$ cat config.mk
export PLATFORM = sky130hd
export DESIGN_NAME = nand3_stim_monitor
export DESIGN_NICKNAME = d
export VERILOG_FILES = /design/src/rtl/nand3_stim_monitor.sv
export SDC_FILE = /design/constraint.sdc
export NUM_CORES = 1
export LEC_CHECK = 0
export CORE_ASPECT_RATIO = 0.5
export CORE_UTILIZATION = 40
export CTS_BUF_LIST = sky130_fd_sc_hd__clkbuf_16
export DETAILED_ROUTE_END_ITERATION = 8
export PLACE_DENSITY = 0.66
export SYNTH_ARGS = -nofsm -noshare
export SYNTH_HDL_FRONTEND = slang
export SYNTH_SLANG_ARGS = --single-unit
$ cat constraint.sdc
create_clock -name i_clk -period 5.69 [get_ports i_clk]
set_clock_uncertainty 0.05 [all_clocks]
set_input_delay 1.138 -clock i_clk [delete_from_list [all_inputs] [get_ports i_clk]]
set_output_delay 1.138 -clock i_clk [all_outputs]
set_load 0.01 [all_outputs]
$ cat src/rtl/nand3_stim_monitor.sv
// nand3_stim_monitor: drives IN1..3 of a 3-input NAND cell,
// checks QN after a settle time and counts QN toggles.
module nand3_stim_monitor #(
  parameter int unsigned SETTLE = 2,
  parameter int unsigned CNT_W  = 16,
  parameter logic [15:0] SEED   = 16'hACE1
) (
  input  logic             i_clk,
  input  logic             i_rstb,
  input  logic             i_start,
  input  logic             i_mode,
  input  logic [CNT_W-1:0] i_nvec,
  input  logic             i_qn,
  output logic             o_in1,
  output logic             o_in2,
  output logic             o_in3,
  output logic             o_busy,
  output logic             o_done,
  output logic [CNT_W-1:0] o_tog_cnt,
  output logic [CNT_W-1:0] o_err_cnt,
  output logic             o_fail
);

  // index must reach 8 in sweep mode even for tiny CNT_W
  localparam int unsigned IW = (CNT_W > 4) ? CNT_W : 4;
  localparam int unsigned WW = (SETTLE > 1) ? $clog2(SETTLE) : 1;
  localparam logic [WW-1:0] W_LAST = WW'(SETTLE - 1);
  localparam logic [IW-1:0] IDX_SWEEP = IW'(8);

  typedef enum logic [2:0] {
    S_IDLE,
    S_APPLY,
    S_WAIT,
    S_SAMPLE,
    S_FIN
  } state_t;

  state_t           r_state;
  logic             r_mode;
  logic [CNT_W-1:0] r_nvec;
  logic [IW-1:0]    r_idx;
  logic [15:0]      r_lfsr;
  logic [2:0]       r_vec;
  logic [WW-1:0]    r_wcnt;
  logic             r_prev;
  logic             r_pvld;
  logic             r_busy;
  logic             r_done;
  logic [CNT_W-1:0] r_tog;
  logic [CNT_W-1:0] r_err;
  logic             r_fail;

  logic [15:0]   w_lfsr_nxt;
  logic          w_exp;
  logic [IW-1:0] w_idx_nxt;
  logic          w_last;

  assign w_lfsr_nxt = {r_lfsr[14:0],
                       r_lfsr[15] ^ r_lfsr[13] ^
                       r_lfsr[12] ^ r_lfsr[10]};
  assign w_exp      = ~&r_vec;
  assign w_idx_nxt  = r_idx + IW'(1);
  assign w_last     = r_mode ? (w_idx_nxt == IW'(r_nvec))
                             : (w_idx_nxt == IDX_SWEEP);

  assign o_in1     = r_vec[2];
  assign o_in2     = r_vec[1];
  assign o_in3     = r_vec[0];
  assign o_busy    = r_busy;
  assign o_done    = r_done;
  assign o_tog_cnt = r_tog;
  assign o_err_cnt = r_err;
  assign o_fail    = r_fail;

  // run sequencer: vector drive, settle wait, sample and count
  always_ff @(posedge i_clk or negedge i_rstb) begin
    if (!i_rstb) begin
      r_state <= S_IDLE;
      r_mode  <= 1'b0;
      r_nvec  <= '0;
      r_idx   <= '0;
      r_lfsr  <= SEED;
      r_vec   <= 3'b000;
      r_wcnt  <= '0;
      r_prev  <= 1'b0;
      r_pvld  <= 1'b0;
      r_busy  <= 1'b0;
      r_done  <= 1'b0;
      r_tog   <= '0;
      r_err   <= '0;
      r_fail  <= 1'b0;
    end else begin
      r_done <= 1'b0;
      r_fail <= |r_err;
      unique case (r_state)
        S_IDLE: begin
          r_busy <= 1'b0;
          r_vec  <= 3'b000;
          if (i_start) begin
            r_mode  <= i_mode;
            r_nvec  <= i_nvec;
            r_tog   <= '0;
            r_err   <= '0;
            r_fail  <= 1'b0;
            r_pvld  <= 1'b0;
            r_lfsr  <= SEED;
            r_idx   <= '0;
            r_busy  <= 1'b1;
            if (i_mode && (i_nvec == '0))
              r_state <= S_FIN;
            else
              r_state <= S_APPLY;
          end
        end
        S_APPLY: begin
          if (r_mode) begin
            r_vec  <= r_lfsr[2:0];
            r_lfsr <= w_lfsr_nxt;
          end else begin
            r_vec  <= r_idx[2:0];
          end
          r_wcnt  <= '0;
          r_state <= S_WAIT;
        end
        S_WAIT: begin
          if (r_wcnt == W_LAST)
            r_state <= S_SAMPLE;
          else
            r_wcnt <= r_wcnt + WW'(1);
        end
        S_SAMPLE: begin
          // else-branch form so an X on QN counts as a mismatch
          if (i_qn == w_exp) begin
          end else if (~&r_err) begin
            r_err <= r_err + CNT_W'(1);
          end
          if (r_pvld && (i_qn != r_prev) && (~&r_tog))
            r_tog <= r_tog + CNT_W'(1);
          r_prev <= i_qn;
          r_pvld <= 1'b1;
          r_idx  <= w_idx_nxt;
          r_state <= w_last ? S_FIN : S_APPLY;
        end
        S_FIN: begin
          r_done  <= 1'b1;
          r_busy  <= 1'b0;
          r_vec   <= 3'b000;
          r_state <= S_IDLE;
        end
        default: r_state <= S_IDLE;
      endcase
    end
  end

endmodule
== Word level (Yosys, flattened, before mapping) ==
Cells that the tools add are included.

* Bits in registers: 93
* Input bits: 21
* Word-level logic and storage cells: 85

* Add/subtract/negate cells: 4
* Equality and inequality tests: 14
* Muxes and demuxes: 27
* Bitwise operators: 3
* Reductions and logical operators: 23

{| class="wikitable"
|+ Operator list
! operator !! count
|-
| 16-bit one-hot mux with 2 select lines || 4
|-
| 16-bit 2-to-1 mux || 6
|-
| 16-bit by 1-bit adder with 16-bit output, second input constant || 3
|-
| 16-bit AND reduction || 2
|-
| 16-bit equality test || 1
|-
| 16-bit by 4-bit equality test with 1-bit output, second input constant || 1
|-
| 16-bit logical NOT || 1
|-
| 16-bit OR reduction || 1
|-
| 3-bit 2-to-1 mux || 5
|-
| 2-bit inequality test, second input constant || 6
|-
| 3-bit one-hot mux with 4 select lines || 1
|-
| 2-bit nonzero test || 5
|-
| 3-bit AND reduction || 3
|-
| 1-bit 2-to-1 mux || 7
|-
| 3-bit by 2-bit equality test with 1-bit output, second input constant || 2
|-
| 1-bit one-hot mux with 2 select lines || 3
|-
| 3-bit one-hot mux with 2 select lines || 1
|-
| 2-bit AND reduction || 3
|-
| 4-bit AND reduction || 1
|-
| 3-bit by 1-bit equality test with 1-bit output, second input constant || 1
|-
| 3-bit equality test, second input constant || 1
|-
| 1-bit logical AND || 3
|-
| 3-bit logical NOT || 1
|-
| 1-bit XOR || 3
|-
| other kinds (5) || 6
|}

== Logic depth before layout (Yosys ltp) ==
* Depth in word-level cells: 5
* Depth in mapped cells: 9

== Worst setup path after synthesis ==
OpenSTA, ideal clock, no wires.

* Kind: input-to-reg
* From: input i_start
* To: register r_tog[13] (netlist: o_tog_cnt[13])
* Library setup time: 0.132 ns
* Data arrival time: 2.371 ns
* Data required time: 5.508 ns
* Setup slack: 3.137 ns
* Cell stages on the path: 6
* Buffers on the path: 1
* Path through: or4b_2 clkbuf_1 a21oi_2 nand4_1 xor2_1 nor2_1

* Cells in the longest elaborated chain, start to end: 2

{| class="wikitable"
|+ Ends and longest elaborated chain
! what !! line !! source
|-
| from (decl) || 10 || <nowiki>input logic i_start,</nowiki>
|-
| 2-bit inequality test (no source line) || - ||
|-
| 3-bit AND reduction (no source line) || - ||
|-
| to (signal assigned) || 138 || <nowiki>r_tog <= r_tog + CNT_W'(1);</nowiki>
|-
| to (decl) || 49 || <nowiki>logic [CNT_W-1:0] r_tog;</nowiki>
|}

Every way passes these cells.
A chain may end at the register's enable or synchronous reset.

== Final worst setup path ==
* From: input i_qn
* To: register r_err[12] (netlist: o_err_cnt[12])

* Cells in the longest elaborated chain, start to end: 3

{| class="wikitable"
|+ Ends and longest elaborated chain
! what !! line !! source
|-
| from (decl) || 13 || <nowiki>input logic i_qn,</nowiki>
|-
| 1-bit equality test || 133 || <nowiki>if (i_qn == w_exp) begin</nowiki>
|-
| 2-bit inequality test (no source line) || - ||
|-
| 4-bit AND reduction (no source line) || - ||
|-
| to (signal assigned) || 135 || <nowiki>r_err <= r_err + CNT_W'(1);</nowiki>
|-
| to (decl) || 50 || <nowiki>logic [CNT_W-1:0] r_err;</nowiki>
|}

Every way passes these cells.

==> impl_results.md <==
* Period utilization at 57.4%
* CTS Buf Count at 9
* Root Driver: clkbuf_16
* Count leader, synth: nand2_1
* Peak VDD IR at 154 uV
* CTS H-tree lvls at 3
* DRT iter0 DRCs at 179
* Die width at 159 um
* Util after Layout at 49.5%
* Avg Cell Area, Syn at 9.17 um^2
* First-pass GRT wire length at 18000 um
* Post-synthesis cell count at 538
* Final Non-Filler Cells at 753
* Die height at 80.5 um
* TritonCTS clock tree: done
* IO Pins at 59
* Final total power at 2.37 mW
* Synth area leaders: dfrtp_1 (43%), nand2_1 (9.1%), xor2_1 (5.5%)
* Initial Utilization at 41.4%
* Syn nets at 563
* Sequential share of the synthesized area at 47.4%
* PortBufs at 58
* Placed inst area at 5600 um^2
* Crit path DAT at 3.49 ns
* DP HPWL at 7330 um
* Main flop type after synthesis: dfrtp_1
* P_leak at 2.58 nW
* Hold_ws at 0.429 ns
* Vias in the first global route at 3752
* Largest net degree at the start of global routing at 63
* Dpl ws at 2.11 ns
* Critical Path RT at 5.91 ns
* Sequential share of power at 43.4%
* Core Region at 11900 um^2
* Global-route usage over all layers at 17.8%
* Clock power share at 25.7%
* DR vias at 3901
* Least-Margin Pin Slew at 0.970 ns
* Final Critical Period at 3.27 ns
* Fmax at 306 MHz
* Initial antenna violation count at 0
* Clock-pin slew on the worst setup and hold paths at 0.07 ns
* Async set-or-reset flop fraction in the synthesized netlist at 100%
* Hold Fails Final Rpt at 0
* Power Dens Cells at 401 nW/um^2
* Final WL at 10500 um
* Final Cell Area at 5900 um^2
* Max FO, Critical Path at 12
* Net Sw Frac at 36.2%
* Comb power frac at 30.9%
* Final worst setup slack at 2.42 ns
* Outcome: complete, no violations
* Nets at 608
* Number of antenna diodes at 0
* Layout cells sized above 1 at 8.16%
* Setup TNS at 0 ns
* Hold Buf Count CTS at 0
* Yosys top cell by area: dfrtp_1
* GP Congestion at 0.781
* Sw power at 0.859 mW
* Synth Register Bits at 93
* RSZ-0062 raised after global routing: false
* # resized after CTS at 0
* Fin. max-slew vios at 0
* Worst setup EP type: flop
* Worst skew pair latency at 0.35 ns
* Post-CTS setup buffers at 0
* EDFF count, synth at 0
* DR vias/cell at 5.18
* Routed len/inst at 14.0 um
* Max Buffers Root-to-Sink at 2
* CTS sink count at 93
* Synth Cell Area at 4930 um^2
* Post-synth top cells: nand2_1 (119), dfrtp_1 (85), nor2_1 (58)
* Die ar. at 12800 um^2
* Slew headroom at 35.1%
* DRC at 0
* Worst Path Class, Setup: in -> reg
* HP Class: reg -> reg
* Routed Antenna Nets at 0
* Row count at 28
* Setup crit start kind: input pin
* Synth top area share at 43.1%
* # setup viols final at 0
* GRT overflow at 0
* Max-Cap Viols at 0
* Synth-to-Final Area Change at 19.7%
* Cell count after placement at 737
* Yosys cell types at 63
* Synth warnings at 0
* TritonRoute pass-1 iters at 4
* Pint at 1.51 mW
## sequential cells by signal, indices dropped and copies added, names as in the netlist
| name | cells |
|---|---|
| o_err_cnt | 16 |
| r_wcnt | 1 |
| r_state | 3 |
| o_tog_cnt | 16 |
| o_fail | 1 |
| r_idx | 16 |
| r_prev | 1 |
| o_done | 1 |
| r_lfsr | 16 |
| o_busy | 1 |
| r_mode | 1 |
| r_pvld | 1 |
| r_vec | 3 |
| r_nvec | 16 |
## worst paths after layout
path | startpoint | to | slack [ns] | depth (start not counted)
hold reg to reg | r_nvec[6] | r_nvec[6] | 0.43 | 2
min in group asynchronous | i_rstb | o_fail | 0.76 | 1
setup / recovery | i_qn | o_err_cnt[12] | 2.42 | 7
max in group asynchronous | i_rstb | r_lfsr[11] | 3.80 | 2
hold / removal | r_nvec[6] | r_nvec[6] | 0.43 | 2
setup reg to reg | r_state[0] | o_err_cnt[12] | 2.69 | 6
## layout make-up
cell class                 instances  area (um^2)
clock buffer                       9          225
inverter                           6         22.5
multi-input combinational        412         2440
tap                              165          206
sequential                        93         2340
timing repair buffer              61          601
fill                            1126         6010
clock inverter                     7         72.6
## power by group through the flow
| stage | Clock, mW | Sequential (mW) | Combinational [mW] |
|---|---|---|---|
| final | 0.608 | 1.03 | 0.733 |
| after global placement | 0 | 1.03 | 0.722 |
| after global routing | 0.650 | 1.06 | 0.839 |
| after CTS | 0.622 | 1.03 | 0.742 |
| after detailed placement | 0 | 1.04 | 0.738 |
| after floorplan | 0 | 0.980 | 0.579 |
## cells by family after synthesis
group	Yosys count	synth area share (%)
DFF	93	47.4
AOI/OAI and AO/OA	88	10.9
and+or+nand+nor	262	26.3
adders and majority gates	4	1.02
xor gates and xnor gates	54	10.1
muxes	4	0.913
buffers and inverters	33	3.35
## routing by layer
layer / track usage [%] / share of wire, % / vias to the layer above / wire [um]
met5: 0 / 0 / - / 0
met4: 5.77 / 1.1 / 0 / 119
met3: 4.13 / 3.2 / 9 / 337
met2: 30.8 / 47 / 54 / 4910
met1: 22.3 / 49 / 1899 / 5170
li1: - / - / 1939 / -
## layout by cell type (no fill, tap or decap), drive strengths merged, types with 6 or more instances in the layout
cell type	n
nand2	119
dfrtp	85
nor2	58
clkdlybuf4s50	57
o21ai	54
xor2	31
xnor2	21
nand3	17
nand4	13
and3	10
clkbuf	9
dfstp	8
inv	8
o31ai	7
nor3	7
and4	6
nor4	6
a21oi	6
## worst max-delay path: stages
cell and delay, ns:
clkdlybuf4s50_1 0.53, and4_1 0.18, o21ai_0 0.08, a41oi_1 0.74, o211ai_1 0.28, or3_1 0.38, a21oi_1 0.16
Power figures use the tool's default switching activity.
